==> src/rtl/store_sequencer_if.sv <==
// Store request / data-memory bundle used between the control unit, the store
// sequencer and the data memory port.
interface store_sequencer_if;
   logic        start;
   logic [31:0] addr;
   logic [31:0] data_b;
   logic [1:0]  ct;
   logic        busy;
   logic        done;
   logic        err;
   logic [31:0] mem_addr;
   logic        mem_wr;
   logic [31:0] mem_wr_data;
   logic [31:0] mem_rd_data;

   modport slave (
      input  start, addr, data_b, ct, mem_rd_data,
      output busy, done, err, mem_addr, mem_wr, mem_wr_data
   );

   modport master (
      output start, addr, data_b, ct, mem_rd_data,
      input  busy, done, err, mem_addr, mem_wr, mem_wr_data
   );
endinterface

==> src/rtl/store_sequencer.sv <==
// Runs one sw/sh/sb as a read-modify-write on the data memory port:
// word stores write directly, halfword/byte stores read, merge the low lane, then write.
module store_sequencer #(
   parameter int RD_LAT = 1
) (
   input  logic             clk,
   input  logic             reset,
   store_sequencer_if.slave bus
);

   typedef enum logic [2:0] {
      S_IDLE  = 3'd0,
      S_READ  = 3'd1,
      S_WRITE = 3'd2,
      S_DONE  = 3'd3,
      S_ERR   = 3'd4
   } state_t;

   state_t      r_state;
   state_t      w_next;
   logic [31:0] r_data_b;
   logic [1:0]  r_ct;
   logic [31:0] r_mr;
   logic [2:0]  r_rd_cnt;
   logic [31:0] r_mem_addr;
   logic [31:0] r_last_wr_data;
   logic        r_busy;
   logic        r_done;
   logic        r_err;
   logic        r_mem_wr;

   logic        w_accept;
   logic        w_reject;
   logic        w_rd_last;
   logic [31:0] w_merged;

   // New low-order lane from B replaces the word read; upper bytes are kept.
   function automatic logic [31:0] merge_store(input logic [1:0]  ct,
                                               input logic [31:0] old_word,
                                               input logic [31:0] b);
      logic [31:0] res;
      case (ct)
         2'd1:    res = {old_word[31:16], b[15:0]};
         2'd2:    res = {old_word[31:8],  b[7:0]};
         default: res = b;
      endcase
      return res;
   endfunction

   // Request decode: acceptance, rejection and end of the read wait.
   always_comb begin
      w_reject = 1'b0;
      case (bus.ct)
         2'd0:    w_reject = (bus.addr[1:0] != 2'b00);
         2'd1:    w_reject = bus.addr[0];
         2'd2:    w_reject = 1'b0;
         default: w_reject = 1'b1;
      endcase
      w_accept  = (r_state == S_IDLE) && bus.start;
      w_rd_last = (r_state == S_READ) && (r_rd_cnt == 3'(RD_LAT - 1));
      w_merged  = merge_store(r_ct, r_mr, r_data_b);
   end

   // Next-state logic.
   always_comb begin
      w_next = r_state;
      case (r_state)
         S_IDLE: begin
            if (bus.start) begin
               if (w_reject) begin
                  w_next = S_ERR;
               end else if (bus.ct == 2'd0) begin
                  w_next = S_WRITE;
               end else begin
                  w_next = S_READ;
               end
            end else begin
               w_next = S_IDLE;
            end
         end
         S_READ: begin
            if (w_rd_last) begin
               w_next = S_WRITE;
            end else begin
               w_next = S_READ;
            end
         end
         S_WRITE: w_next = S_DONE;
         S_DONE:  w_next = S_IDLE;
         S_ERR:   w_next = S_IDLE;
         default: w_next = S_IDLE;
      endcase
   end

   // State, capture registers and registered outputs (decoded from next state).
   always_ff @(posedge clk) begin
      if (!reset) begin
         r_state        <= S_IDLE;
         r_data_b       <= 32'd0;
         r_ct           <= 2'd0;
         r_mr           <= 32'd0;
         r_rd_cnt       <= 3'd0;
         r_mem_addr     <= 32'd0;
         r_last_wr_data <= 32'd0;
         r_busy         <= 1'b0;
         r_done         <= 1'b0;
         r_err          <= 1'b0;
         r_mem_wr       <= 1'b0;
      end else begin
         r_state  <= w_next;
         r_busy   <= (w_next != S_IDLE);
         r_done   <= (w_next == S_DONE) || (w_next == S_ERR);
         r_err    <= (w_next == S_ERR);
         r_mem_wr <= (w_next == S_WRITE);
         if (w_accept) begin
            r_mem_addr <= bus.addr;
            r_data_b   <= bus.data_b;
            r_ct       <= bus.ct;
            r_rd_cnt   <= 3'd0;
         end else if (r_state == S_READ) begin
            r_rd_cnt <= r_rd_cnt + 3'd1;
         end
         if (w_rd_last) begin
            r_mr <= bus.mem_rd_data;
         end
         if (r_state == S_WRITE) begin
            r_last_wr_data <= w_merged;
         end
      end
   end

   // Write data is the merge while writing, otherwise the last value written.
   always_comb begin
      bus.mem_wr_data = r_last_wr_data;
      if (r_state == S_WRITE) begin
         bus.mem_wr_data = w_merged;
      end else begin
         bus.mem_wr_data = r_last_wr_data;
      end
   end

   assign bus.busy     = r_busy;
   assign bus.done     = r_done;
   assign bus.err      = r_err;
   assign bus.mem_wr   = r_mem_wr;
   assign bus.mem_addr = r_mem_addr;

endmodule

==> src/flat_wrapper.sv <==
// flat-port wrapper written by rule: the top's interface ports become plain ports
module store_sequencer_flat 
#(
   parameter int RD_LAT = 1
)
  (clk, reset, bus_start, bus_addr, bus_data_b, bus_ct, bus_mem_rd_data, bus_busy, bus_done, bus_err, bus_mem_addr, bus_mem_wr, bus_mem_wr_data);
  store_sequencer_if bus_i ();
  input  logic clk;
  input  logic reset;
  input wire logic [$bits(bus_i.start)-1:0] bus_start;
  input wire logic [$bits(bus_i.addr)-1:0] bus_addr;
  input wire logic [$bits(bus_i.data_b)-1:0] bus_data_b;
  input wire logic [$bits(bus_i.ct)-1:0] bus_ct;
  input wire logic [$bits(bus_i.mem_rd_data)-1:0] bus_mem_rd_data;
  output wire logic [$bits(bus_i.busy)-1:0] bus_busy;
  output wire logic [$bits(bus_i.done)-1:0] bus_done;
  output wire logic [$bits(bus_i.err)-1:0] bus_err;
  output wire logic [$bits(bus_i.mem_addr)-1:0] bus_mem_addr;
  output wire logic [$bits(bus_i.mem_wr)-1:0] bus_mem_wr;
  output wire logic [$bits(bus_i.mem_wr_data)-1:0] bus_mem_wr_data;
  assign bus_i.start = bus_start;
  assign bus_i.addr = bus_addr;
  assign bus_i.data_b = bus_data_b;
  assign bus_i.ct = bus_ct;
  assign bus_i.mem_rd_data = bus_mem_rd_data;
  assign bus_busy = bus_i.busy;
  assign bus_done = bus_i.done;
  assign bus_err = bus_i.err;
  assign bus_mem_addr = bus_i.mem_addr;
  assign bus_mem_wr = bus_i.mem_wr;
  assign bus_mem_wr_data = bus_i.mem_wr_data;
  store_sequencer #(.RD_LAT(RD_LAT)) u_core (.clk(clk), .reset(reset), .bus(bus_i));
endmodule
==> config.mk <==
export PLATFORM = sky130hd
export DESIGN_NAME = store_sequencer_flat
export DESIGN_NICKNAME = d
export VERILOG_FILES = /design/src/rtl/store_sequencer_if.sv /design/src/rtl/store_sequencer.sv /design/src/flat_wrapper.sv
export SDC_FILE = /design/constraint.sdc
export NUM_CORES = 1
export LEC_CHECK = 0
export BUFFER_PORTS_ARGS = -buffer_cell sky130_fd_sc_hd__buf_2
export CAP_MARGIN = 20
export CELL_PAD_IN_SITES_DETAIL_PLACEMENT = 1
export CELL_PAD_IN_SITES_GLOBAL_PLACEMENT = 1
export CORE_ASPECT_RATIO = 0.7
export CORE_UTILIZATION = 30
export DETAILED_ROUTE_END_ITERATION = 10
export HOLD_SLACK_MARGIN = 0.08
export PLACE_DENSITY = 0.65
export SYNTH_ARGS = -nofsm -noshare
export SYNTH_HDL_FRONTEND = slang
export SYNTH_SLANG_ARGS = --single-unit
==> constraint.sdc <==
create_clock -name clk -period 3.3 [get_ports clk]
set_input_delay 0.165 -clock clk [delete_from_list [all_inputs] [get_ports clk]]
set_output_delay 0.165 -clock clk [all_outputs]
set_load 0.01 [all_outputs]
==> results of run 1 <==
[cell usage in the layout, fill, tap and decap left out, drive strengths merged]
cell type    count
nor3b            3
ha               4
nand2b           3
nor3             1
clkbuf          21
dfxtp          132
o211ai           1
or3b             2
or4b             1
o31ai            1
o32ai            1
a221oi           1
mux2             8
clkinvlp         1
o21ba            1
inv              6
o31a             1
nor2            27
a22oi           24
or3              1
or2              1
nand3           24
nor2b            5
buf            166
clkinv           6
o22ai            1
dlygate4sd3     90
a21oi          118
nor4             1
nor4b            2
nand2          138
a211oi          25
o21ai           25
bufinv           3
and2             8
[state kept, by name, summed over array words and instances (netlist names)]
name / count
u_core.bus.mem_addr: 32
u_core.r_data_b: 32
u_core.r_last_wr_data: 32
u_core.r_mr: 24
u_core.r_rd_cnt: 3
u_core.r_state: 3
u_core.r_ct: 2
u_core.bus.busy: 1
u_core.bus.done: 1
u_core.bus.err: 1
u_core.bus.mem_wr: 1
[cells by family (layout without fill, tap and decap cells)]
logic type               after synthesis  count (layout)  synth area share (%)
AND/OR/NAND/NOR                      217             217                 18.67
AO/OA/AOI/OAI                        199             199                 22.88
flip-flops                           132             132                 49.72
buffers and inverters                 62             293                 5.532
multiplexers                           8               8                 2.260
adder cells (fa/ha/maj)                4               4                0.9417
[critical path: cells and delay by family (launching register included)]
family / cells / cell delay, ns
buf+inv: 2 / 0.23
simple gates: 1 / 0.67
compound gates: 2 / 0.49
fa+ha+maj: 1 / 0.57
flops: 1 / 0.35
[layout make-up]
class	count	area share [%]
clock buffer	21	5.970
clock inverter	10	1.703
inverter	6	0.3245
multi-input combinational	428	31.18
sequential	132	34.26
tap	231	3.748
timing repair buffer	256	22.81
[worst max path at each step]
stage | startpoint | slack (ns) | to | cells past startpoint
2_1_floorplan | u_core.r_ct[0]$_SDFFE_PN0P_ | 1.41 | bus_mem_wr_data[21] | 8
3_3_place_gp | u_core.r_ct[0]$_SDFFE_PN0P_ | 0.91 | bus_mem_wr_data[11] | 6
3_5_place_dp | u_core.r_ct[0]$_SDFFE_PN0P_ | 0.81 | bus_mem_wr_data[11] | 6
4_1_cts | u_core.r_ct[0]$_SDFFE_PN0P_ | 0.34 | bus_mem_wr_data[11] | 6
5_1_grt | u_core.r_ct[0]$_SDFFE_PN0P_ | 0.19 | bus_mem_wr_data[11] | 6
6_report | u_core.r_ct[0]$_SDFFE_PN0P_ | 0.40 | bus_mem_wr_data[11] | 6
[power by group]
part           switching, mW  internal, mW
combinational          0.450         0.316
sequential            0.0665          1.71
clock                  0.695          1.22
total                   1.21          3.25
[repair_timing]
action / in CTS / in global routing
hold buffers: 90 / 0
endpoints found under the hold margin: 91 / 0
endpoints found under the setup margin: 0 / 0
[per-layer routing]
layer  up-vias  wire length, um  track usage [%]
li1       2577                -                -
met3        21              650            4.289
met1      2522             8189            23.33
met2       121             8552            34.40
met5         -                0                0
met4         0              287            8.050
==> impl_metrics.env, run 1 <==
export IMPL_holdCritStartpoint="bus_start"
export IMPL_multi_input_area_sq_mm=0.002405
export IMPL_fin_util_pct=44.67
export IMPL_fin_area_sq_mm=0.007712
export IMPL_syn_nets=727
export IMPL_fin_skew_ns=0.006402
export IMPL_yosys_top_cells_count="132 x dfxtp_1, 118 x nand2_1, 98 x a21oi_1, 38 x clkbuf_1, 27 x nor2_1"
export IMPL_drtIter0Drc=238
export IMPL_fin_setup_tns_ns=0
export IMPL_cts_tree="built"
export IMPL_synth_avg_cell_area_sq_um=8.545
export IMPL_cts_resized_gates=0
export IMPL_routedWlPerCell_um=16.31
export IMPL_fin_crit_sh_pct=87.84
export IMPL_max_stage_delay_ns=0.67
export IMPL_power_mw=4.458
export IMPL_grt_pass1_vias=5638
export IMPL_yosysTopAreaCell="dfxtp_1"
export IMPL_setup_slack_ns=0.4013
export IMPL_fillers=2060
export IMPL_drive_gt1_share_pct=29.43
export IMPL_crit_type="register to output port"
export IMPL_ios=169
export IMPL_place_hpwl_um=10750
export IMPL_cp_required_ns=3.13
export IMPL_holdPathStages=3
export IMPL_cp_data_arrival_time_ns=2.73
export IMPL_stdcell_count=1084
export IMPL_post_dp_cell_area_sq_mm=0.006220
export IMPL_die_x_um=161.1
export IMPL_firstDrtPassIters=4
export IMPL_wirelength_um=17680
export IMPL_core_area_sq_mm=0.01727
export IMPL_synth_area_sq_mm=0.005315
export IMPL_initial_utilization_pct=30.78
export IMPL_dpl_worst_slack_ns=0.8102
export IMPL_outcome="finished clean"
export IMPL_die_y_um=113.4
export IMPL_clockRootBuffer="clkbuf_16"
export IMPL_grt_pass1_wl_um=28170
export IMPL_via_count=5241
export IMPL_slowest_stage="nor2b_1"
export IMPL_r2r_cells=5
export IMPL_hold_end="u_core.bus.busy$_SDFF_PN0_"
export IMPL_drv_cap=0
export IMPL_cp_end_kind="output port"
export IMPL_hold_class="input pin to register"
export IMPL_post_route_min_period_ns=2.899
export IMPL_power_leakage_nw=3.174
export IMPL_grt_setup_unrepaired="no"
export IMPL_rr_startpoint="u_core.r_ct[0]$_SDFFE_PN0P_"
export IMPL_finalHoldWorstSlack_ns=0.1296
export IMPL_io_buffer_count=160
export IMPL_final_net_count=946
export IMPL_yosys_top_cells_area="dfxtp_1 50%, a21oi_1 9.2%, nand2_1 8.3%"
export IMPL_slew_headroom_pct=34.88
export IMPL_post_cts_setup_buffer_count=0
export IMPL_synth_cell_type_count=39
export IMPL_antenna_found_initial=0
export IMPL_hold_viol=0
export IMPL_power_density_mw_per_mm2=578.0
export IMPL_track_usage_pct=19.64
export IMPL_overflow=0
export IMPL_cts_buffer_depth=2
export IMPL_r2r_end="u_core.r_last_wr_data[15]$_SDFF_PN0_"
export IMPL_finalMaxSlewViolations=0
export IMPL_clk_pin_slew_ns=0.06
export IMPL_drc=0
export IMPL_dp_cells=963
export IMPL_synth_edf_count=0
export IMPL_worst_pin_slew_ns=0.9769
export IMPL_rows=40
export IMPL_r2r_slack_ns=1.07
export IMPL_ys_seq_area_share_pct=49.72
export IMPL_setup_viol=0
export IMPL_synth_flop_cell="dfxtp_1"
export IMPL_antenna_cells=0
export IMPL_clk_latency_ns=0.42
export IMPL_yosys_warnings=0
export IMPL_grt_max_degree=73
export IMPL_cp_start_kind="register"
export IMPL_area_delta_synth_final_pct=45.10
export IMPL_regArea_sq_mm=0.002643
export IMPL_drt_vias_per_instance=4.835
export IMPL_worstPathCellList="inv_1, ha_1, nor2b_1, a22oi_1, a21oi_1, buf_2"
export IMPL_cts_buffers_inserted=17
export IMPL_h_tree_depth=4
export IMPL_fmax_ghz=0.3450
export IMPL_ir_drop_v=0.0002581
export IMPL_crit_fanout=19
export IMPL_clock_sinks=132
export IMPL_yosysMostFrequentCell="dfxtp_1"
export IMPL_die_area_sq_mm=0.01826
export IMPL_netlist_area_leader_share_pct=49.72
export IMPL_ant_nets=0
export IMPL_synth_seq_cells=132
export IMPL_synthArstFlopShare_pct=0
export IMPL_gp_congestion=0.7250
export IMPL_synth_cells=622
Note: power is estimated with default switching activity, not from simulation.
==> run 2, diff against run 1 <==
--- a/config.mk
+++ b/config.mk
@@ -5,15 +5,16 @@
 export SDC_FILE = /design/constraint.sdc
 export NUM_CORES = 1
 export LEC_CHECK = 0
-export BUFFER_PORTS_ARGS = -buffer_cell sky130_fd_sc_hd__buf_2
 export CAP_MARGIN = 20
 export CELL_PAD_IN_SITES_DETAIL_PLACEMENT = 1
 export CELL_PAD_IN_SITES_GLOBAL_PLACEMENT = 1
 export CORE_ASPECT_RATIO = 0.7
 export CORE_UTILIZATION = 30
 export DETAILED_ROUTE_END_ITERATION = 10
+export DONT_BUFFER_PORTS = 1
+export GPL_TIMING_DRIVEN = 0
 export HOLD_SLACK_MARGIN = 0.08
-export PLACE_DENSITY = 0.65
+export PLACE_DENSITY = 0.54
 export SYNTH_ARGS = -nofsm -noshare
 export SYNTH_HDL_FRONTEND = slang
 export SYNTH_SLANG_ARGS = --single-unit
==> impl_metrics.env, run 2 (same netlist as run 1, synthesis figures left out) <==
export IMPL_h_tree_depth=4
export IMPL_antenna_found_initial=0
export IMPL_stdcell_count=978
export IMPL_r2r_end="u_core.r_last_wr_data[24]$_SDFF_PN0_"
export IMPL_fillers=1997
export IMPL_fin_crit_sh_pct=86.99
export IMPL_ir_drop_v=0.0002403
export IMPL_die_x_um=161.1
export IMPL_cpLargestDelayFamily="compound AO/OA/AOI/OAI gates"
export IMPL_clockRootBuffer="clkbuf_16"
export IMPL_crit_type="register to output port"
export IMPL_setup_slack_ns=0.4293
export IMPL_slowest_stage="a21oi_1"
export IMPL_setup_viol=0
export IMPL_via_count=4931
export IMPL_drtIter0Drc=243
export IMPL_fin_skew_ns=0.007535
export IMPL_cp_data_arrival_time_ns=2.71
export IMPL_clk_pin_slew_ns=0.06
export IMPL_track_usage_pct=21.19
export IMPL_crit_fanout=10
export IMPL_power_density_mw_per_mm2=633.0
export IMPL_holdCritStartpoint="bus_ct[0]"
export IMPL_post_route_min_period_ns=2.871
export IMPL_hold_class="input pin to register"
export IMPL_fin_util_pct=41.50
export IMPL_cts_buffers_inserted=17
export IMPL_ant_nets=0
export IMPL_gp_congestion=0.7576
export IMPL_grt_pass1_wl_um=29380
export IMPL_hold_buffers=92
export IMPL_hold_viol=0
export IMPL_area_delta_synth_final_pct=34.82
export IMPL_overflow=0
export IMPL_dp_cells=853
export IMPL_cp_end_kind="output port"
export IMPL_worstPathCellList="inv_1, ha_1, clkbuf_1, o21ba_2, clkbuf_2, buf_2, a22oi_1, a21oi_1"
export IMPL_rr_startpoint="u_core.r_ct[0]$_SDFFE_PN0P_"
export IMPL_cp_start_kind="register"
export IMPL_rows=40
export IMPL_cts_buffer_depth=2
export IMPL_place_hpwl_um=12410
export IMPL_dpl_worst_slack_ns=0.8849
export IMPL_crit_buf_inv=4
export IMPL_grt_max_degree=17
export IMPL_cts_tree="built"
export IMPL_core_area_sq_mm=0.01727
export IMPL_ios=169
export IMPL_r2r_cells=8
export IMPL_drive_gt1_share_pct=13.40
export IMPL_clk_latency_ns=0.42
export IMPL_firstDrtPassIters=4
export IMPL_die_area_sq_mm=0.01826
export IMPL_fin_area_sq_mm=0.007166
export IMPL_die_y_um=113.4
export IMPL_cts_resized_gates=0
export IMPL_holdPathStages=3
export IMPL_initial_utilization_pct=30.78
export IMPL_power_leakage_nw=2.576
export IMPL_final_net_count=838
export IMPL_power_mw=4.536
export IMPL_wirelength_um=18350
export IMPL_final_common_cell="dfxtp_1"
export IMPL_cp_required_ns=3.13
export IMPL_drt_vias_per_instance=5.042
export IMPL_fin_setup_tns_ns=0
export IMPL_routedWlPerCell_um=18.77
export IMPL_finalHoldWorstSlack_ns=0.1368
export IMPL_drc=0
export IMPL_grt_setup_unrepaired="no"
export IMPL_max_stage_delay_ns=0.38
export IMPL_layout_common_cells="132 x dfxtp_1, 118 x nand2_1, 98 x a21oi_1"
export IMPL_r2r_slack_ns=1.01
export IMPL_fmax_ghz=0.3484
export IMPL_clock_sinks=132
export IMPL_post_cts_setup_buffer_count=0
export IMPL_grt_pass1_vias=5289
export IMPL_finalMaxSlewViolations=0
export IMPL_post_dp_cell_area_sq_mm=0.005604
export IMPL_io_buffer_count=0
export IMPL_worst_pin_slew_ns=0.7220
export IMPL_outcome="finished clean"
export IMPL_hold_end="u_core.bus.err$_SDFF_PN0_"
export IMPL_slew_headroom_pct=51.87
export IMPL_drv_cap=0
## run 2: cell type report
type	count	area, sq um	share of cell area (%)
plain buffers	56	271.5	3.789
repair buffers	92	920.9	12.85
flip-flops and latches	132	2643	36.88
well taps	231	289.0	4.034
clock buffers	24	491.7	6.862
clock inverters	8	146.4	2.043
diodes	1	2.502	0.03492
inverters	6	22.52	0.3143
multi-input cells	428	2379	33.19
## run 2: worst min-delay path: cells and delay by family
| kind | cells | cell delay, ns |
|---|---|---|
| simple gates | 2 | 0.23 |
| compound gates | 1 | 0.12 |
## run 2: metal layers
layer  up-vias  track usage (%)  wire, um
li1       2373                -         -
met5         -                0         0
met2       128            35.11      8632
met1      2410            26.78      8485
met4         0            7.421       280
met3        20            5.279       956
## run 2: report_power, final
part	switching, mW	total, mW	internal, mW
registers	0.0857	1.80	1.71
clock network	0.715	2.06	1.34
logic	0.427	0.678	0.251
total	1.23	4.54	3.31
## run 2: how the worst max path moves through the flow
| stage | from | endpoint | slack, ns | cells after the start |
|---|---|---|---|---|
| after floorplan | u_core.r_ct[0]$_SDFFE_PN0P_ | bus_mem_wr_data[21] | 1.41 | 8 |
| after global placement | u_core.r_ct[0]$_SDFFE_PN0P_ | bus_mem_wr_data[28] | 0.94 | 8 |
| after detailed placement | u_core.r_ct[0]$_SDFFE_PN0P_ | bus_mem_wr_data[26] | 0.88 | 8 |
| after CTS | u_core.r_ct[0]$_SDFFE_PN0P_ | bus_mem_wr_data[28] | 0.42 | 8 |
| after global routing | u_core.r_ct[0]$_SDFFE_PN0P_ | bus_mem_wr_data[26] | 0.29 | 8 |
| final | u_core.r_ct[0]$_SDFFE_PN0P_ | bus_mem_wr_data[26] | 0.43 | 8 |
==> run 3, diff against run 2 <==
--- a/config.mk
+++ b/config.mk
@@ -14,7 +14,7 @@
 export DONT_BUFFER_PORTS = 1
 export GPL_TIMING_DRIVEN = 0
 export HOLD_SLACK_MARGIN = 0.08
-export PLACE_DENSITY = 0.54
+export PLACE_DENSITY_LB_ADDON = 0.1
 export SYNTH_ARGS = -nofsm -noshare
 export SYNTH_HDL_FRONTEND = slang
 export SYNTH_SLANG_ARGS = --single-unit
==> impl_metrics.env, run 3 (same netlist as run 1, synthesis figures left out) <==
export IMPL_p_clk_share_pct=44.9
export IMPL_p_seq_share_pct=40.1
export IMPL_grt_pass1_wl_um=28300
export IMPL_cp_startpoint="u_core.r_ct[0]$_SDFFE_PN0P_"
export IMPL_wirelength_um=18010
export IMPL_fin_skew_ns=0.01190
export IMPL_area_delta_synth_final_pct=34.51
export IMPL_final_common_cell="dfxtp_1"
export IMPL_track_usage_pct=20.23
export IMPL_drt_vias_per_instance=5.011
export IMPL_drv_cap=0
export IMPL_cts_buffers_inserted=17
export IMPL_ios=169
export IMPL_place_hpwl_um=12450
export IMPL_p_int_mw=3.254
export IMPL_routedWlPerCell_um=18.43
export IMPL_drtIter0Drc=212
export IMPL_post_cts_setup_buffer_count=0
export IMPL_cp_data_arrival_time_ns=2.74
export IMPL_grt_pass1_vias=5287
export IMPL_cp_start_kind="register"
export IMPL_layout_common_cells="132 x dfxtp_1, 118 x nand2_1, 98 x a21oi_1"
export IMPL_worst_pin_slew_ns=0.7391
export IMPL_fillers=2028
export IMPL_p_sw_mw=1.234
export IMPL_overflow=0
export IMPL_fin_crit_sh_pct=88.15
export IMPL_firstDrtPassIters=5
export IMPL_crit_type="register to output port"
export IMPL_rows=40
export IMPL_post_dp_cell_area_sq_mm=0.005604
export IMPL_setup_viol=0
export IMPL_fin_area_sq_mm=0.007149
export IMPL_fmax_ghz=0.3438
export IMPL_power_density_mw_per_mm2=627.8
export IMPL_via_count=4896
export IMPL_hold_class="input pin to register"
export IMPL_io_buffer_count=0
export IMPL_h_tree_depth=4
export IMPL_power_leakage_nw=2.565
export IMPL_die_area_sq_mm=0.01826
export IMPL_ant_nets=0
export IMPL_ir_drop_v=0.0002702
export IMPL_cts_tree="built"
export IMPL_finalMaxSlewViolations=0
export IMPL_antenna_found_initial=0
export IMPL_drive_gt1_share_pct=13.40
export IMPL_clk_latency_ns=0.42
export IMPL_gp_congestion=0.7562
export IMPL_grt_max_degree=17
export IMPL_final_net_count=838
export IMPL_hold_viol=0
export IMPL_die_y_um=113.4
export IMPL_core_area_sq_mm=0.01727
export IMPL_initial_utilization_pct=30.78
export IMPL_switching_share_pct=27.49
export IMPL_die_x_um=161.1
export IMPL_clk_pin_slew_ns=0.06
export IMPL_antenna_cells=0
export IMPL_combPwrFrac_pct=15.0
export IMPL_crit_fanout=10
export IMPL_post_route_min_period_ns=2.909
export IMPL_slew_headroom_pct=50.72
export IMPL_clockRootBuffer="clkbuf_16"
export IMPL_drc=0
export IMPL_rr_startpoint="u_core.r_ct[0]$_SDFFE_PN0P_"
export IMPL_grt_setup_unrepaired="no"
export IMPL_outcome="finished clean"
export IMPL_cp_required_ns=3.13
export IMPL_clock_sinks=132
export IMPL_cts_buffer_depth=2
export IMPL_cp_end_kind="output port"
export IMPL_holdCritStartpoint="bus_ct[0]"
export IMPL_fin_setup_tns_ns=0
==> run 3: worst max-delay path, stage by stage (launching register included) <==
cell      delay [ns]
dfxtp_1         0.38
inv_1           0.06
ha_1            0.29
clkbuf_1        0.26
o21ba_2         0.32
clkbuf_2        0.22
buf_2           0.30
a22oi_1         0.14
a21oi_1         0.37
==> run 3: path summary, 6_finish.rpt <==
kind                                                             end  slack (ns)  cells past startpoint
worst max-delay path                             bus_mem_wr_data[28]        0.39                      8
worst min-delay path                    u_core.r_state[2]$_SDFF_PN0_        0.12                      3
worst max register to register  u_core.r_last_wr_data[23]$_SDFF_PN0_        1.00                      8
worst min register to register      u_core.r_data_b[26]$_SDFFE_PN0P_        0.46                      2
==> run 3: repair_timing <==
item	CTS	global route
hold buffers	92	0
endpoints found under the hold margin	96	0
gates resized for setup	0	0
==> run 3: power groups by stage <==
stage | sequential, mW | clock (mW) | combinational, mW
detailed placement | 1.83 | 0 | 0.582
CTS | 1.80 | 2.05 | 0.675
finish | 1.80 | 2.01 | 0.675
global placement | 1.83 | 0 | 0.561
floorplan | 1.81 | 0 | 0.429
global route | 1.81 | 2.11 | 0.745
==> run 3: cell type report <==
type                            instances  area (sq um)  share of cell area, %
Timing Repair Buffer                   92         920.9                  12.88
Sequential cell                       132          2643                  36.96
Clock inverter                          7         118.9                  1.663
Buffer                                 56         271.5                  3.798
Multi-Input combinational cell        428          2379                  33.27
Clock buffer                           25         505.5                  7.070
Inverter                                6         22.52                 0.3150
Tap cell                              231         289.0                  4.043
==> run 3: stage by stage <==
step	setup WS [ns]	util [%]	power (mW)	std cells	hold WS, ns
2_1_floorplan	1.410	-	2.237	622	0.3010
3_3_place_gp	0.8942	32.46	2.389	853	0.3038
3_5_place_dp	0.8604	32.46	2.415	853	0.3098
4_1_cts	0.4099	41.41	4.522	977	0.08651
5_1_grt	0.2734	41.41	4.668	977	0.1296
6_report	0.3910	41.41	4.488	977	0.1245
==> run 3: metal layers <==
| layer | track usage, % | wire, um |
|---|---|---|
| met1 | 25.23 | 8343 |
| met2 | 33.82 | 8508 |
| met3 | 5.132 | 876 |
| met4 | 7.233 | 281 |
| met5 | 0 | 0 |
